--- config.mk ---
export PLATFORM = sky130hd
export DESIGN_NAME = battle_hp_arbiter
export DESIGN_NICKNAME = d
export VERILOG_FILES = /design/src/rtl/battle_hp_arbiter.sv
export SDC_FILE = /design/constraint.sdc
export NUM_CORES = 1
export LEC_CHECK = 0
export CAP_MARGIN = 10
export CORE_MARGIN = 2
export CORE_UTILIZATION = 45
export DETAILED_ROUTE_END_ITERATION = 10
export GPL_TIMING_DRIVEN = 0
export HOLD_SLACK_MARGIN = 0.02
export PLACE_DENSITY_LB_ADDON = 0.08
export SLEW_MARGIN = 40
export SYNTH_ARGS = -nofsm -noshare
export SYNTH_HDL_FRONTEND = slang
export SYNTH_SLANG_ARGS = --single-unit
--- constraint.sdc ---
create_clock -name clk -period 3.4 [get_ports clk]
set_input_delay 0.51 -clock clk [delete_from_list [all_inputs] [get_ports clk]]
set_output_delay 0.51 -clock clk [all_outputs]
set_load 0.02 [all_outputs]
--- src/rtl/battle_hp_arbiter.sv ---
// Shared HP-update engine: round-robin arbitration between the player and AI sequencers,
// one saturating add/subtract per four-cycle operation, and sticky dead flags.
module battle_hp_arbiter #(
  parameter int HP_W       = 8,
  parameter int P_HP_MAX   = 100,
  parameter int AI_HP_INIT = 100,
  parameter int HEAL_AMT   = 20
) (
  input  logic            clk,
  input  logic            reset,
  input  logic            load,
  input  logic            p_req,
  input  logic [1:0]      p_op,
  input  logic [HP_W-1:0] p_amt,
  output logic            p_grant,
  input  logic            ai_req,
  input  logic [HP_W-1:0] ai_amt,
  output logic            ai_grant,
  output logic            busy,
  output logic            done,
  output logic [HP_W-1:0] p_hp,
  output logic [HP_W-1:0] ai_hp,
  output logic            p_dead,
  output logic            ai_dead,
  output logic            last_src
);

  // state   | meaning
  // S_IDLE  | sample requests, arbitrate, capture operands
  // S_GRANT | operands settled; HP result registered on leaving
  // S_APPLY | new HP visible; dead flags and done registered on leaving
  // S_CHECK | done pulse visible; return to idle
  typedef enum logic [1:0] {S_IDLE, S_GRANT, S_APPLY, S_CHECK} state_t;

  localparam logic [HP_W-1:0] P_MAX     = HP_W'(P_HP_MAX);
  localparam logic [HP_W-1:0] AI_INIT   = HP_W'(AI_HP_INIT);
  localparam logic [HP_W:0]   P_MAX_EXT = (HP_W+1)'(P_HP_MAX);
  localparam logic [HP_W:0]   HEAL_EXT  = (HP_W+1)'(HEAL_AMT);

  localparam logic [1:0] OP_ATTACK = 2'b00;
  localparam logic [1:0] OP_HEAL   = 2'b11;

  state_t          state_q, state_d;
  logic [HP_W-1:0] p_hp_q, p_hp_d, ai_hp_q, ai_hp_d, amt_q, amt_d;
  logic [1:0]      op_q, op_d;
  logic            src_q, src_d, last_src_q, last_src_d;
  logic            p_dead_q, p_dead_d, ai_dead_q, ai_dead_d;
  logic            p_grant_q, p_grant_d, ai_grant_q, ai_grant_d;
  logic            busy_q, busy_d, done_q, done_d;
  logic [HP_W:0]   heal_sum;
  logic            win_ai;

  always_comb begin
    state_d    = state_q;
    p_hp_d     = p_hp_q;
    ai_hp_d    = ai_hp_q;
    amt_d      = amt_q;
    op_d       = op_q;
    src_d      = src_q;
    last_src_d = last_src_q;
    p_dead_d   = p_dead_q;
    ai_dead_d  = ai_dead_q;
    p_grant_d  = 1'b0;
    ai_grant_d = 1'b0;
    done_d     = 1'b0;
    heal_sum   = {1'b0, p_hp_q} + HEAL_EXT;
    // On a tie the source that did not win last time takes the slot.
    win_ai     = ai_req && (!p_req || !last_src_q);

    unique case (state_q)
      S_IDLE: begin
        if (!p_dead_q && !ai_dead_q && (p_req || ai_req)) begin
          src_d      = win_ai;
          last_src_d = win_ai;
          op_d       = win_ai ? OP_ATTACK : p_op;
          amt_d      = win_ai ? ai_amt : p_amt;
          p_grant_d  = !win_ai;
          ai_grant_d = win_ai;
          state_d    = S_GRANT;
        end
      end
      S_GRANT: begin
        state_d = S_APPLY;
        if (src_q) begin
          p_hp_d = (amt_q >= p_hp_q) ? '0 : p_hp_q - amt_q;
        end else begin
          case (op_q)
            OP_ATTACK: ai_hp_d = (amt_q >= ai_hp_q) ? '0 : ai_hp_q - amt_q;
            OP_HEAL:   p_hp_d  = (heal_sum > P_MAX_EXT) ? P_MAX : heal_sum[HP_W-1:0];
            default:   ;
          endcase
        end
      end
      S_APPLY: begin
        state_d   = S_CHECK;
        done_d    = 1'b1;
        p_dead_d  = p_dead_q  || (p_hp_q == '0);
        ai_dead_d = ai_dead_q || (ai_hp_q == '0);
      end
      S_CHECK: state_d = S_IDLE;
      default: state_d = S_IDLE;
    endcase

    if (load) begin
      state_d    = S_IDLE;
      p_hp_d     = P_MAX;
      ai_hp_d    = AI_INIT;
      p_dead_d   = 1'b0;
      ai_dead_d  = 1'b0;
      last_src_d = 1'b1;
      p_grant_d  = 1'b0;
      ai_grant_d = 1'b0;
      done_d     = 1'b0;
    end

    busy_d = (state_d != S_IDLE);
  end

  always_ff @(posedge clk) begin
    if (reset) begin
      state_q    <= S_IDLE;
      p_hp_q     <= P_MAX;
      ai_hp_q    <= AI_INIT;
      amt_q      <= '0;
      op_q       <= '0;
      src_q      <= 1'b0;
      last_src_q <= 1'b1;
      p_dead_q   <= 1'b0;
      ai_dead_q  <= 1'b0;
      p_grant_q  <= 1'b0;
      ai_grant_q <= 1'b0;
      busy_q     <= 1'b0;
      done_q     <= 1'b0;
    end else begin
      state_q    <= state_d;
      p_hp_q     <= p_hp_d;
      ai_hp_q    <= ai_hp_d;
      amt_q      <= amt_d;
      op_q       <= op_d;
      src_q      <= src_d;
      last_src_q <= last_src_d;
      p_dead_q   <= p_dead_d;
      ai_dead_q  <= ai_dead_d;
      p_grant_q  <= p_grant_d;
      ai_grant_q <= ai_grant_d;
      busy_q     <= busy_d;
      done_q     <= done_d;
    end
  end

  assign p_grant  = p_grant_q;
  assign ai_grant = ai_grant_q;
  assign busy     = busy_q;
  assign done     = done_q;
  assign p_hp     = p_hp_q;
  assign ai_hp    = ai_hp_q;
  assign p_dead   = p_dead_q;
  assign ai_dead  = ai_dead_q;
  assign last_src = last_src_q;

endmodule

==> results of run 1 <==
==> per-stage QoR <==
step           setup WS [ns]  hold slack [ns]  utilization  power (mW)  cells
2_1_floorplan          1.164           0.4592            -      0.6800    290
3_3_place_gp           1.009           0.4928       0.5721      0.7694    405
3_5_place_dp          0.9923           0.5039       0.5721      0.7726    405
4_1_cts               0.9577           0.5196       0.5930       1.144    413
5_1_grt               0.7720           0.5598       0.5930       1.196    413
6_report              0.9256           0.5227       0.5930       1.141    413
==> power by group <==
group / internal [mW] / switching (mW) / leakage, nW
registers: 0.441 / 0.0105 / 0.294
logic: 0.138 / 0.178 / 0.798
clock network: 0.218 / 0.156 / 0.0552
total: 0.796 / 0.345 / 1.15
==> logic make-up (layout without fill, tap and decap cells) <==
kind of cell,Yosys count,count (layout),synth area share
and+or+nand+nor,99,99,0.2104
AOI/OAI and AO/OA,92,92,0.2724
DFF,36,36,0.3000
buffers and inverters,30,83,0.05313
adders and majority gates,24,24,0.1312
xor gates and xnor gates,9,9,0.03281
==> layout make-up <==
type	count	area, um2	share of cell area
plain buffers	11	56.30	0.01847
clock buffers	6	72.57	0.02381
clock inverters	2	35.03	0.01149
inverters	19	71.32	0.02340
multi-input cells	224	1554	0.5099
flip-flops and latches	36	720.7	0.2365
well taps	70	87.58	0.02874
repair buffers	45	450.4	0.1478
==> how the worst max path moves through the flow <==
| stage | depth (start not counted) | slack [ns] | to | start |
|---|---|---|---|---|
| after floorplan | 9 | 1.16 | ai_hp[2] | ai_hp[0] |
| after global placement | 9 | 1.01 | p_hp[4] | amt_q[0] |
| after detailed placement | 9 | 0.99 | p_hp[4] | amt_q[0] |
| after CTS | 9 | 0.96 | p_hp[4] | amt_q[0] |
| after global routing | 9 | 0.77 | p_hp[4] | amt_q[0] |
| final | 9 | 0.93 | p_hp[4] | amt_q[0] |
==> sequential cells by signal, summed over array words and instances, names as in the netlist <==
register  flops
ai_dead       1
ai_grant      1
ai_hp         8
amt_q         8
busy          1
done          1
last_src      1
op_q          2
p_dead        1
p_grant       1
p_hp          8
src_q         1
state_q       2
==> layer usage <==
metal,track usage,wire (um),up-vias,share of wire
li1,-,-,1154,-
met1,0.2802,2814,1048,0.45
met2,0.3605,3044,58,0.49
met3,0.04000,287,9,0.046
met4,0.06071,89,0,0.014
met5,0,0,-,0
==> critical path, delay by kind of cell, from the launching register on <==
family | cells | cell delay [ns]
AOI/OAI and AO/OA | 4 | 0.91
adders and majority gates | 2 | 0.59
DFF | 1 | 0.40
and+or+nand+nor | 2 | 0.40
buffers and inverters | 1 | 0.05
==> cell usage in the layout (no fill, tap or decap), types with 3 or more instances in the layout <==
cell,instances
nand3_1,7
nand4_1,3
dfxtp_1,36
a22oi_2,4
xnor2_1,4
o21bai_1,3
o211ai_1,3
nand2_1,16
clkbuf_1,8
ha_1,22
nor3_1,11
a21o_1,5
and2_1,11
clkbuf_8,5
a21oi_1,19
nor2_1,29
inv_1,19
nor2b_1,3
a211oi_1,16
o21ai_0,18
xor2_1,5
a221o_1,3
clkdlybuf4s50_1,45
nor3b_1,3
nand2b_1,4
==> reports/metrics.cfg, run 1 <==
[run_status]
status=finished, final reports clean

[route]
routed_wl_um=6235
routed_via_density=5.494
vias=2269
drt_iter0_markers=106
final_antenna_net_count=0
wl_per_cell_um=15.10
post-route-drc-count=0
first_pass_iters=4

[sta]
rsz0062_at_grt=false
timing.fmax_ghz=0.4041
skew_ns=0.007113
tns_ns=0
fin_crit_ns=2.474
worst_pin_slew_ns=0.6484
slew_viol_final=0
slew_headroom=0.5661
hold_violations=0
setup_viol=0
fin_crit_sh=0.7278

[setup_path]
worst_r2r_path_depth=9
cpMaxStageDelayCell=a211oi_1
crit_required_ns=3.58
start_kind=flop
critPathMaxStageDelay_ns=0.43
reg2reg_to=p_hp[4]
r2r_setup_slack_ns=0.93
critical_path_arrival_ns=2.65
endpoint_kind=flop
crit_fanout=4
crit_path_cell_trace=ha_1 > inv_1 > fa_1 > a211oi_1 > o21ai_0 > nand4_1 > or3_1 > a21oi_1 > o211a_1
r2r-start=amt_q[0]
critPathKind=flop to flop

[synth]
async_reset_ff_frac=0
synth_edf_count=0
synth_area_per_cell_um2=8.284
synth_most_common_cell=dfxtp_1
ys_seq_area_frac=0.3000
synth_area_um2=2402
syn_inst=290
post_synth_main_area_contributors=dfxtp_1, ha_1, a211oi_1, nor2_1, a21oi_1
ys.flop_type=dfxtp_1
ys_types=52
synthDominantCellAreaShare=0.3000
synth_fp_nets=337
synthTopCellsByCount=dfxtp_1, nor2_1, ha_1
synth_top_area_cell=dfxtp_1
ys_warn_count=0
ys_ff_latch=36

[pwr]
powerDensity_nw_per_um2=374.2
peakVddDrop_mv=0.2202
p_leak_nw=1.147

[placed_design]
gp_congestion=0.9324
port_buffers=45
place_area_um2=2940
dp_hpwl_um=4803

[global_route]
grt_max_degree=12
grt_pass1_vias=2124
track_usage=0.2141
grt_pass1_wl_um=10160
grt.overflow.total=0
antenna_found_initial=0

[finish]
final_area_um2=3048
drive_above_1_share=0.05831
fin_nets=389
nFillCells=509
area_delta_synth_final_pct=26.87
antenna_cells=0

[clock_tree]
cts-resized-gates=0
post_cts_buffers=0
ctsHoldBuffers=0
cts_tree=yes
cts_root_buffer=clkbuf_8
htree_levels=2
cts_inserted_buffers=5
clk_path_buf_depth=2
worstSkewPairLatency_ns=0.29
numClockSinks=36
clkTransAtPathRegs_ns=0.08

[worst_hold_path]
holdPathStages=2
hp-start=last_src
hold_path_end=last_src
min_path_type=flop to flop

[die]
io_pins=46
rows=26
core-area_um2=5140
start_util=0.4674
die_h_um=77.07
die_x_um=77.07
dieArea_um2=5939

[job]
drv_cap=0

(Power assumes the default switching activity.)
==> run 2, diff against run 1 <==
==> constraint.sdc (replaced) <==
create_clock -name clk -period 2.13 [get_ports clk]
set_input_delay 0.3195 -clock clk [delete_from_list [all_inputs] [get_ports clk]]
set_output_delay 0.3195 -clock clk [all_outputs]
set_load 0.02 [all_outputs]
==> reports/metrics.cfg, run 2 (same netlist as run 1, synthesis figures left out) <==
[route]
first_pass_iters=4
drt_iter0_markers=136
wl_per_cell_um=15.20
routed_via_density=5.613
vias=2352
final_antenna_net_count=0
post-route-drc-count=0
routed_wl_um=6368

[clock_tree]
clk_path_buf_depth=2
worstSkewPairLatency_ns=0.28
ctsHoldBuffers=0
cts_tree=yes
numClockSinks=36
clkTransAtPathRegs_ns=0.07
cts_inserted_buffers=5
cts_root_buffer=clkbuf_8
htree_levels=2

[global_route]
grt_pass1_wl_um=10230
antenna_found_initial=0
grt_max_degree=11
track_usage=0.2147
grt_pass1_vias=2155
grt.overflow.total=0

[placed_design]
place_area_um2=2950
pre_cts_ws_ns=-0.1279
port_buffers=45
dp_cells=405
gp_congestion=0.8550
dp_hpwl_um=4774

[sta]
fin_crit_sh=0.9972
slew_headroom=0.5283
setup_viol=0
timing.fmax_ghz=0.4708
hold_slack_ns=0.5232
skew_ns=0.005459
worst_pin_slew_ns=0.7049
slew_viol_final=0
layout_setup_ws_ns=0.005906
fin_crit_ns=2.124
rsz0062_at_grt=true
hold_violations=0

[pwr]
finalPower_mw=1.723
peakVddDrop_mv=0.4607
powerDensity_nw_per_um2=545.0
p_leak_nw=1.169

[setup_path]
crit_required_ns=2.31
critPathMaxStageDelay_ns=0.36
critical_path_arrival_ns=2.30
crit_path_cell_trace=inv_2 > ha_4 > inv_2 > fa_2 > a211oi_2 > o21bai_1 > a21oi_2 > a21oi_4 > a221o_1
cpMostUsedCell=inv_2
endpoint_kind=flop
crit_fanout=7
r2r_setup_slack_ns=0.006
start_kind=flop
cpMaxStageDelayCell=dfxtp_4
critPathKind=flop to flop

[finish]
final_cell_mix=clkdlybuf4s50_1, dfxtp_1, nor2_1
layout.area.seq_um2=733.2
drive_above_1_share=0.1461
fin_nets=396
antenna_cells=0
area_delta_synth_final_pct=31.61
final_area_um2=3162
multi_input_area_um2=1633
final_common_cell=clkdlybuf4s50_1
nFillCells=504
instances_no_fill=419

[die]
die_h_um=77.07
io_pins=46
dieArea_um2=5939
start_util=0.4674
core-area_um2=5140
rows=26
die_x_um=77.07

[run_status]
status=finished, final reports clean

[job]
drv_cap=0

[worst_hold_path]
min_path_type=flop to flop

[run 2: cell types whose count changed in the layout (fill, tap and decap cells not counted), sizes merged]
cell and change:
buf +7, bufinv -1
[run 2: worst paths after layout]
kind | startpoint | to | cells after the start
min reg2reg | last_src | last_src | 2
max reg2reg | ai_hp[0] | ai_hp[2] | 9
min | last_src | last_src | 2
max | ai_hp[0] | ai_hp[2] | 9
[run 2: power by group]
group	switching, mW	internal, mW
registers	0.0185	0.703
clock network	0.239	0.222
logic	0.296	0.245
total	0.553	1.17
[run 2: metrics by stage]
stage,setup TNS [ns],util
6_report,0,0.6151
4_1_cts,-0.01602,0.6003
2_1_floorplan,0,-
3_5_place_dp,-0.3764,0.5740
3_3_place_gp,-0.3750,0.5740
5_1_grt,-0.4184,0.6151
[run 2: area by class of cell]
type	instances	share of cell area
multi-input combinational	224	0.5164
sequential	36	0.2319
inverter	19	0.02256
clock inverter	1	0.001583
clock buffer	6	0.02295
buffer	11	0.01781
timing repair buffer	52	0.1591
tap	70	0.02770
[run 2: repair_timing]
item | CTS | global route
buffers inserted | 3 | 4
pin swaps | 7 | 17
resized for setup | 10 | 22
endpoints found under the setup margin | 9 | 15
[run 2: metal layers]
metal  wire (um)  share of wire  GRT usage  up-vias
li1            -              -          -     1166
met1        2781           0.44     0.2756     1107
met2        3190           0.50     0.3596       65
met3         259          0.041    0.04235       14
met4         136          0.021    0.07500        0
met5           0              0          0        -
[run 2: worst max-delay path, delay by kind of cell, from the launching register on]
kind,cells,cell delay (ns)
buf+inv,2,0.10
flops,1,0.36
fa+ha+maj,2,0.49
compound gates,5,1.06
==> run 3, diff against run 2 <==
--- a/config.mk
+++ b/config.mk
@@ -7,12 +7,12 @@
 export LEC_CHECK = 0
 export CAP_MARGIN = 10
 export CORE_MARGIN = 2
-export CORE_UTILIZATION = 45
+export CORE_UTILIZATION = 35
 export DETAILED_ROUTE_END_ITERATION = 10
 export GPL_TIMING_DRIVEN = 0
 export HOLD_SLACK_MARGIN = 0.02
 export PLACE_DENSITY_LB_ADDON = 0.08
-export SLEW_MARGIN = 40
+export SLEW_MARGIN = 5
 export SYNTH_ARGS = -nofsm -noshare
 export SYNTH_HDL_FRONTEND = slang
 export SYNTH_SLANG_ARGS = --single-unit
==> reports/metrics.cfg, run 3 (same netlist as run 1, synthesis figures left out) <==
[clock_tree]
htree_levels=2
worstSkewPairLatency_ns=0.30
cts_tree=yes
cts_root_buffer=clkbuf_8
clk_path_buf_depth=2
clkTransAtPathRegs_ns=0.08
cts_inserted_buffers=5
ctsHoldBuffers=0
numClockSinks=36

[pwr]
p_leak_nw=1.176
powerDensity_nw_per_um2=558.1
p_sw_frac=0.3241
switchingPower_mw=0.5838
internal_power_mw=1.218
share_comb_of_total_power=0.307
finalPower_mw=1.801
pwr-share-seq=0.401
peakVddDrop_mv=0.2478
pwr-share-clk=0.292

[finish]
fin_nets=395
drive_above_1_share=0.1633
instances_no_fill=429
final_area_um2=3228
area_delta_synth_final_pct=34.38
antenna_cells=0
final_common_cell=clkdlybuf4s50_1
postLayoutCoreUtil=0.4804
final_cell_mix=clkdlybuf4s50_1, nor2_1, dfxtp_1

[route]
vias=2304
first_pass_iters=7
final_antenna_net_count=0
post-route-drc-count=0
routed_via_density=5.371
wl_per_cell_um=15.58
drt_iter0_markers=89
routed_wl_um=6684

[job]
drv_cap=0

[setup_path]
start_kind=flop
r2r-start=ai_hp[0]
cp-startpoint=ai_hp[0]
worst_r2r_path_depth=9
endpoint_kind=flop
crit_required_ns=2.32
critPathKind=flop to flop
crit_fanout=7
critical_path_arrival_ns=2.28
r2r_setup_slack_ns=0.04
reg2reg_to=ai_hp[5]

[die]
start_util=0.3575
die_h_um=86.85
rows=30
io_pins=46
core-area_um2=6719
die_x_um=86.85
dieArea_um2=7542

[sta]
skew_ns=0.004064
layout_setup_ws_ns=0.04148
hold_violations=0
tns_ns=0
timing.fmax_ghz=0.4788
slew_headroom=0.4942
fin_crit_sh=0.9805
fin_crit_ns=2.089
hold_slack_ns=0.5192
rsz0062_at_grt=true
worst_pin_slew_ns=0.7560
slew_viol_final=0
setup_viol=0

[global_route]
grt_pass1_wl_um=10850
grt_max_degree=11
antenna_found_initial=0
track_usage=0.1840
grt_pass1_vias=2173
grt.overflow.total=0

[placed_design]
dp_cells=415
place_area_um2=2963
gp_congestion=0.8967
port_buffers=45
pre_cts_ws_ns=-0.1878
dp_hpwl_um=4982

[run_status]
status=finished, final reports clean

[worst_hold_path]
min_path_type=flop to flop
hp-start=p_hp[1]
holdPathStages=2
hold_path_end=p_hp[1]

-- run 3: cell count changes in the layout (fill, tap and decap cells not counted), sizes merged --
cell,before,now
clkinv,1,0
clkbuf,13,15
buf,11,10
-- run 3: per-layer routing --
| metal | vias to the layer above | GRT usage | wire length (um) |
|---|---|---|---|
| met4 | 0 | 0.04545 | 82 |
| met1 | 1064 | 0.2570 | 3314 |
| li1 | 1161 | - | - |
| met3 | 10 | 0.03714 | 308 |
| met2 | 69 | 0.2901 | 2978 |
| met5 | - | 0 | 0 |
-- run 3: worst max path at each step --
stage / end
2_1_floorplan: ai_hp[2]
3_3_place_gp: p_hp[4]
3_5_place_dp: p_hp[4]
4_1_cts: p_hp[4]
5_1_grt: ai_hp[5]
6_report: ai_hp[5]
-- run 3: power groups by stage --
| stage | Sequential [mW] | Clock [mW] | Combinational [mW] |
|---|---|---|---|
| 2_1_floorplan | 0.743 | 0 | 0.348 |
| 3_3_place_gp | 0.736 | 0 | 0.502 |
| 3_5_place_dp | 0.737 | 0 | 0.502 |
| 4_1_cts | 0.722 | 0.537 | 0.518 |
| 5_1_grt | 0.726 | 0.564 | 0.619 |
| 6_report | 0.723 | 0.525 | 0.553 |
-- run 3: timing repair --
action                                  CTS  global route
buffers inserted                          1             5
pin swaps                                 4            16
endpoints found under the setup margin   16            16
resized for setup                        10            32
-- run 3: critical path, cell delays in order, from the launching register on --
cell and delay (ns):
dfxtp_2 0.34, inv_2 0.07, ha_4 0.14, inv_2 0.04
fa_2 0.36, a211oi_2 0.19, o21bai_1 0.10, a21oi_2 0.26
a21oi_4 0.15, a221o_1 0.33
-- run 3: layout make-up --
type	instances	area (um2)
fill	685	3491
multi-input combinational	224	1679
sequential	36	735.7
timing repair buffer	51	495.5
tap	80	100.1
clock buffer	8	90.09
inverter	19	71.32
buffer	11	56.30
